**config.mk**
```make
export PLATFORM = sky130hd
export DESIGN_NAME = hyper_pad_arbiter
export DESIGN_NICKNAME = d
export VERILOG_FILES = /design/src/rtl/hyper_pad_arbiter.sv
export SDC_FILE = /design/constraint.sdc
export NUM_CORES = 1
export LEC_CHECK = 0
export CORE_UTILIZATION = 30
export CTS_BUF_LIST = sky130_fd_sc_hd__clkbuf_4 sky130_fd_sc_hd__clkbuf_8 sky130_fd_sc_hd__clkbuf_16
export DETAILED_ROUTE_END_ITERATION = 7
export MAX_ROUTING_LAYER = met4
export PLACE_DENSITY = 0.89
export SYNTH_ARGS = -nofsm -noshare
export SYNTH_HDL_FRONTEND = slang
export SYNTH_SLANG_ARGS = --single-unit
```
**constraint.sdc**
```tcl
create_clock -name clk_i -period 2.2 [get_ports clk_i]
set_input_delay 0.22 -clock clk_i [delete_from_list [all_inputs] [get_ports clk_i]]
set_output_delay 0.22 -clock clk_i [all_outputs]
set_load 0.05 [all_outputs]
```
**src/rtl/hyper_pad_arbiter.sv**
```systemverilog
// Shares one HyperBus pad set between two controllers; whole-transaction round-robin grants with a bus-idle turnaround.
// Grant is valid one cycle after the request is seen. Pad forwarding is a pure mux; a non-owner waits by holding req_i.
module hyper_pad_arbiter #(
    parameter int unsigned TURNAROUND = 2
) (
    input  logic       clk_i,
    input  logic       rst_ni,
    input  logic [1:0] req_i,
    output logic [1:0] gnt_o,
    input  logic [1:0] r0_cs_ni,
    input  logic       r0_ck_i,
    input  logic       r0_ck_ni,
    input  logic       r0_rwds_i,
    input  logic       r0_rwds_oe_i,
    output logic       r0_rwds_o,
    input  logic [7:0] r0_dq_i,
    input  logic       r0_dq_oe_i,
    output logic [7:0] r0_dq_o,
    input  logic       r0_reset_ni,
    input  logic [1:0] r1_cs_ni,
    input  logic       r1_ck_i,
    input  logic       r1_ck_ni,
    input  logic       r1_rwds_i,
    input  logic       r1_rwds_oe_i,
    output logic       r1_rwds_o,
    input  logic [7:0] r1_dq_i,
    input  logic       r1_dq_oe_i,
    output logic [7:0] r1_dq_o,
    input  logic       r1_reset_ni,
    output logic [1:0] pad_cs_no,
    output logic       pad_ck_o,
    output logic       pad_ck_no,
    output logic       pad_rwds_o,
    output logic       pad_rwds_oe_o,
    input  logic       pad_rwds_i,
    output logic [7:0] pad_dq_o,
    output logic       pad_dq_oe_o,
    input  logic [7:0] pad_dq_i,
    output logic       pad_reset_no,
    output logic [1:0] owner_o,
    output logic       err_o
);
    localparam logic [1:0] ST_IDLE = 2'b00;
    localparam logic [1:0] ST_GNT0 = 2'b01;
    localparam logic [1:0] ST_GNT1 = 2'b10;
    localparam logic [1:0] ST_TURN = 2'b11;
    localparam logic [3:0] CNT_LOAD = 4'(TURNAROUND - 1);

    logic [1:0] state_q, state_d;
    logic [3:0] cnt_q, cnt_d;
    logic       last_q, last_d;
    logic       err_q, err_d;
    logic       win;

    // On a tie the requester that did not own the pads last time wins.
    always_comb begin
        win = ~last_q;
        if (req_i == 2'b01) win = 1'b0;
        if (req_i == 2'b10) win = 1'b1;
    end

    always_comb begin
        state_d = state_q;
        cnt_d   = cnt_q;
        last_d  = last_q;
        case (state_q)
            ST_IDLE: begin
                if (|req_i) begin
                    state_d = win ? ST_GNT1 : ST_GNT0;
                    last_d  = win;
                end
            end
            ST_GNT0: begin
                if (!req_i[0] && r0_cs_ni == 2'b11) begin
                    state_d = ST_TURN;
                    cnt_d   = CNT_LOAD;
                end
            end
            ST_GNT1: begin
                if (!req_i[1] && r1_cs_ni == 2'b11) begin
                    state_d = ST_TURN;
                    cnt_d   = CNT_LOAD;
                end
            end
            default: begin
                if (cnt_q == 4'd0) begin
                    if (|req_i) begin
                        state_d = win ? ST_GNT1 : ST_GNT0;
                        last_d  = win;
                    end else begin
                        state_d = ST_IDLE;
                    end
                end else begin
                    cnt_d = cnt_q - 4'd1;
                end
            end
        endcase
        err_d = (state_q != ST_GNT0 && r0_cs_ni != 2'b11) ||
                (state_q != ST_GNT1 && r1_cs_ni != 2'b11);
    end

    always_ff @(posedge clk_i or negedge rst_ni) begin
        if (!rst_ni) begin
            state_q <= ST_IDLE;
            cnt_q   <= 4'd0;
            last_q  <= 1'b1;
            err_q   <= 1'b0;
        end else begin
            state_q <= state_d;
            cnt_q   <= cnt_d;
            last_q  <= last_d;
            err_q   <= err_d;
        end
    end

    assign gnt_o        = {state_q == ST_GNT1, state_q == ST_GNT0};
    assign owner_o      = state_q;
    assign err_o        = err_q;
    assign pad_reset_no = r0_reset_ni & r1_reset_ni;

    // Pads are parked in IDLE/TURN; only the owner reaches them or hears them.
    always_comb begin
        pad_cs_no     = 2'b11;
        pad_ck_o      = 1'b0;
        pad_ck_no     = 1'b1;
        pad_rwds_o    = 1'b0;
        pad_rwds_oe_o = 1'b0;
        pad_dq_o      = 8'h00;
        pad_dq_oe_o   = 1'b0;
        r0_dq_o       = 8'h00;
        r0_rwds_o     = 1'b0;
        r1_dq_o       = 8'h00;
        r1_rwds_o     = 1'b0;
        if (state_q == ST_GNT0) begin
            pad_cs_no     = r0_cs_ni;
            pad_ck_o      = r0_ck_i;
            pad_ck_no     = r0_ck_ni;
            pad_rwds_o    = r0_rwds_i;
            pad_rwds_oe_o = r0_rwds_oe_i;
            pad_dq_o      = r0_dq_i;
            pad_dq_oe_o   = r0_dq_oe_i;
            r0_dq_o       = pad_dq_i;
            r0_rwds_o     = pad_rwds_i;
        end else if (state_q == ST_GNT1) begin
            pad_cs_no     = r1_cs_ni;
            pad_ck_o      = r1_ck_i;
            pad_ck_no     = r1_ck_ni;
            pad_rwds_o    = r1_rwds_i;
            pad_rwds_oe_o = r1_rwds_oe_i;
            pad_dq_o      = r1_dq_i;
            pad_dq_oe_o   = r1_dq_oe_i;
            r1_dq_o       = pad_dq_i;
            r1_rwds_o     = pad_rwds_i;
        end
    end
endmodule

```
==> results of run 1 <==
## layer usage
layer | vias to the layer above | wire length (um) | part of all wire
li1 | 595 | - | -
met1 | 557 | 1730 | 0.41
met2 | 74 | 2160 | 0.51
met3 | 6 | 278 | 0.066
met4 | 0 | 45 | 0.011
met5 | - | 0 | 0
## registers in the layout (all words and copies together) (netlist names)
signal   count
err_o        1
cnt_q        4
last_q       1
owner_o      2
## power by group
part	switching (mW)	leakage [nW]	internal, mW
Combinational	1.89	0.830	1.50
Sequential	0.0750	0.0926	0.227
Clock	0.0570	0.0184	0.0822
## cell usage in the layout (no fill, tap or decap), types with 2 or more instances in the layout
cell	count
a21oi_1	4
a22o_2	5
buf_12	34
inv_1	8
and2_2	18
nand2_1	19
ha_2	2
nand2b_1	3
clkbuf_4	4
a21oi_2	3
dfrtp_1	5
nor2b_1	2
dfrtp_2	2
clkdlybuf4s50_1	48
o2bb2ai_1	2
o21ai_2	7
mux2_1	2
o31ai_1	2
o21ai_0	3
nor2_1	4
buf_4	5
ha_1	3
nor3b_1	2
## layout make-up
| class | count | area (um^2) |
|---|---|---|
| Clock buffer | 4 | 30.0 |
| Fill cell | 144 | 568 |
| Inverter | 8 | 30.0 |
| Multi-Input combinational cell | 98 | 712 |
| Sequential cell | 8 | 204 |
| Tap cell | 31 | 38.8 |
| Timing Repair Buffer | 87 | 1200 |
## metrics by stage
stage                     worst slack (ns)  power (mW)  hold slack (ns)  utilization
after global routing               0.00808        3.99            0.276        0.796
after CTS                            0.122        3.83            0.239        0.796
final                               0.0679        3.83            0.232        0.796
after floorplan                     0.0221        2.17          -0.0756            -
after global placement               0.268        3.56            0.460        0.785
after detailed placement             0.158        3.68            0.512        0.785
## logic make-up after synthesis
family	count (synthesis)
and+or+nand+nor	57
AOI/OAI and AO/OA	33
buffers and inverters	14
DFF	8
adders and majority gates	5
muxes	3
## critical path, delay by kind of cell (launching register included)
kind	cells	cell delay, ns
simple gates	3	0.95
mux	1	0.34
flops	1	0.42
fa+ha+maj	1	0.20
buf+inv	1	0.11
## worst paths after layout
kind / startpoint / end / depth (start not counted)
setup / recovery: cnt_q[1] / owner_o[0] / 6
setup reg to reg: cnt_q[1] / owner_o[0] / 6
min in group clk_i: cnt_q[0] / cnt_q[0] / 1
max in group asynchronous: rst_ni / last_q / 1
hold reg to reg: cnt_q[0] / cnt_q[0] / 1
hold / removal: rst_ni / cnt_q[3] / 1
==> flow_summary.toml, run 1 <==
[outcome]
status = "complete, no violations"

[sta]
skew_ns = 0.000326
fin_setup_tns_ns = 0
tightest_slew_ns = 0.565
maxSlewHeadroom = 0.623
setup_viol = 0
rsz0062_at_grt = "false"
fin_crit_sh = 0.969
maxClockFrequency_mhz = 469
fin_crit_ns = 2.13
maxSlewViolCount = 0
hold_viol = 0

[worst_setup_path]
path_cells = "inv_1, ha_1, nor3b_1, nor3_2, or3b_1, mux2_1"
cp.arrival_ns = 2.27
end_kind = "flop"
regToRegSetupSlack_ns = 0.07
startpoint_type = "flop"
max_stage_delay_ns = 0.42
cp_slowest_cell = "dfrtp_1"
critical_path_class = "flop to flop"
cp_max_fo = 3
cp.required_ns = 2.34

[floorplanning]
start_util = 0.322
rows = 19
core_mm2 = 0.00278
die_w_um = 56.6
dieArea_mm2 = 0.00320
die_h_um = 56.6
ios = 84

[clocking]
clkLatencyLatePin_ns = 0.26
numClockSinks = 8
cts_hold_buf = 0
post_cts_resized = 0
cts_made_buffers = 3
post_cts_buffers = 0
clock_path_buffers = 2
clockRootBuffer = "clkbuf_4"
cts_tree = "built"
htree_num_levels = 1
clkTransAtPathRegs_ns = 0.06

[global_routing]
use_met2 = 0.503
gr-total-overflow = 0
grt_pass1_vias = 1245
grtUsageTotal = 0.276
antenna_found_initial = 0
use_met3 = 0.0415
busiest_layer = "met2"
grt_pass1_wl_um = 6530
grt_use_met1 = 0.318
grt_max_degree = 15

[run]
cap_violations = 0

[route]
drtIter0Drc = 49
drc = 0
avgRoutedWirePerCell_um = 17.8
antenna_left = 0
viasPerCell = 5.22
vias = 1232
first_pass_iters = 4
routed_wl_um = 4210

[cells_and_area]
design_area_mm2 = 0.00221
layout-drive-gt1-share = 0.415
antenna_cells = 0
final_nets = 256
stdcell_count = 236
areaGrowthSynthToFinish_pct = 147

[worst_hold_path]
hold_class = "input port to async pin"

[place]
place.gp.congestion = 0.883
dp.final_hpwl_um = 3630
dpl_cell_area_mm2 = 0.00218
portBuffers = 83
dp_cells = 232

[power]
total_leakage_power_nw = 0.941
vdd_drop_max_mv = 1.51
p_per_area_mw_per_mm2 = 1730

[synth]
yosysWarnings = 0
syn_area_per_cell_um2 = 7.46
synthAdderAreaFrac = 0.0699
syn_area_um2 = 895
synth-xor-area-share = 0
yosys.area_share.simple = 0.362
synth_cells = 120
synth_top_family_by_area = "simple AND/OR/NAND/NOR gates"
synth_cell_types = 34
synth-async-reset-ratio = 1.00
yosys-top-cells-area = "dfrtp_1 20%, and2_1 13%, nand2_1 8.0%"
synth-seq-cells = 8
synth-edff-count = 0
syn_nets = 170
synth.area.mux_share = 0.0364
synth_top_area_frac = 0.196
synth_ff_type = "dfrtp_1"
synth_compound_area_frac = 0.248
ys_top_cells_by_count = "19 x and2_1, 19 x nand2_1, 10 x o21ai_0"
synth_top_area_cell = "dfrtp_1"
ys_seq_area_frac = 0.225
Note: power is estimated with default switching activity, not from simulation.
==> run 2: changes to the inputs <==
ABC_CLOCK_PERIOD_IN_PS = 2200   (was unset)
==> results of run 2 <==
The final DEF is identical to that of run 1; final timing and power are the same.
==> run 3: changes to the inputs <==
HOLD_SLACK_MARGIN = 0.12   (was unset)
SLEW_MARGIN = 15   (was unset)
==> results of run 3 <==
The final DEF is identical to that of run 1; final timing and power are the same.
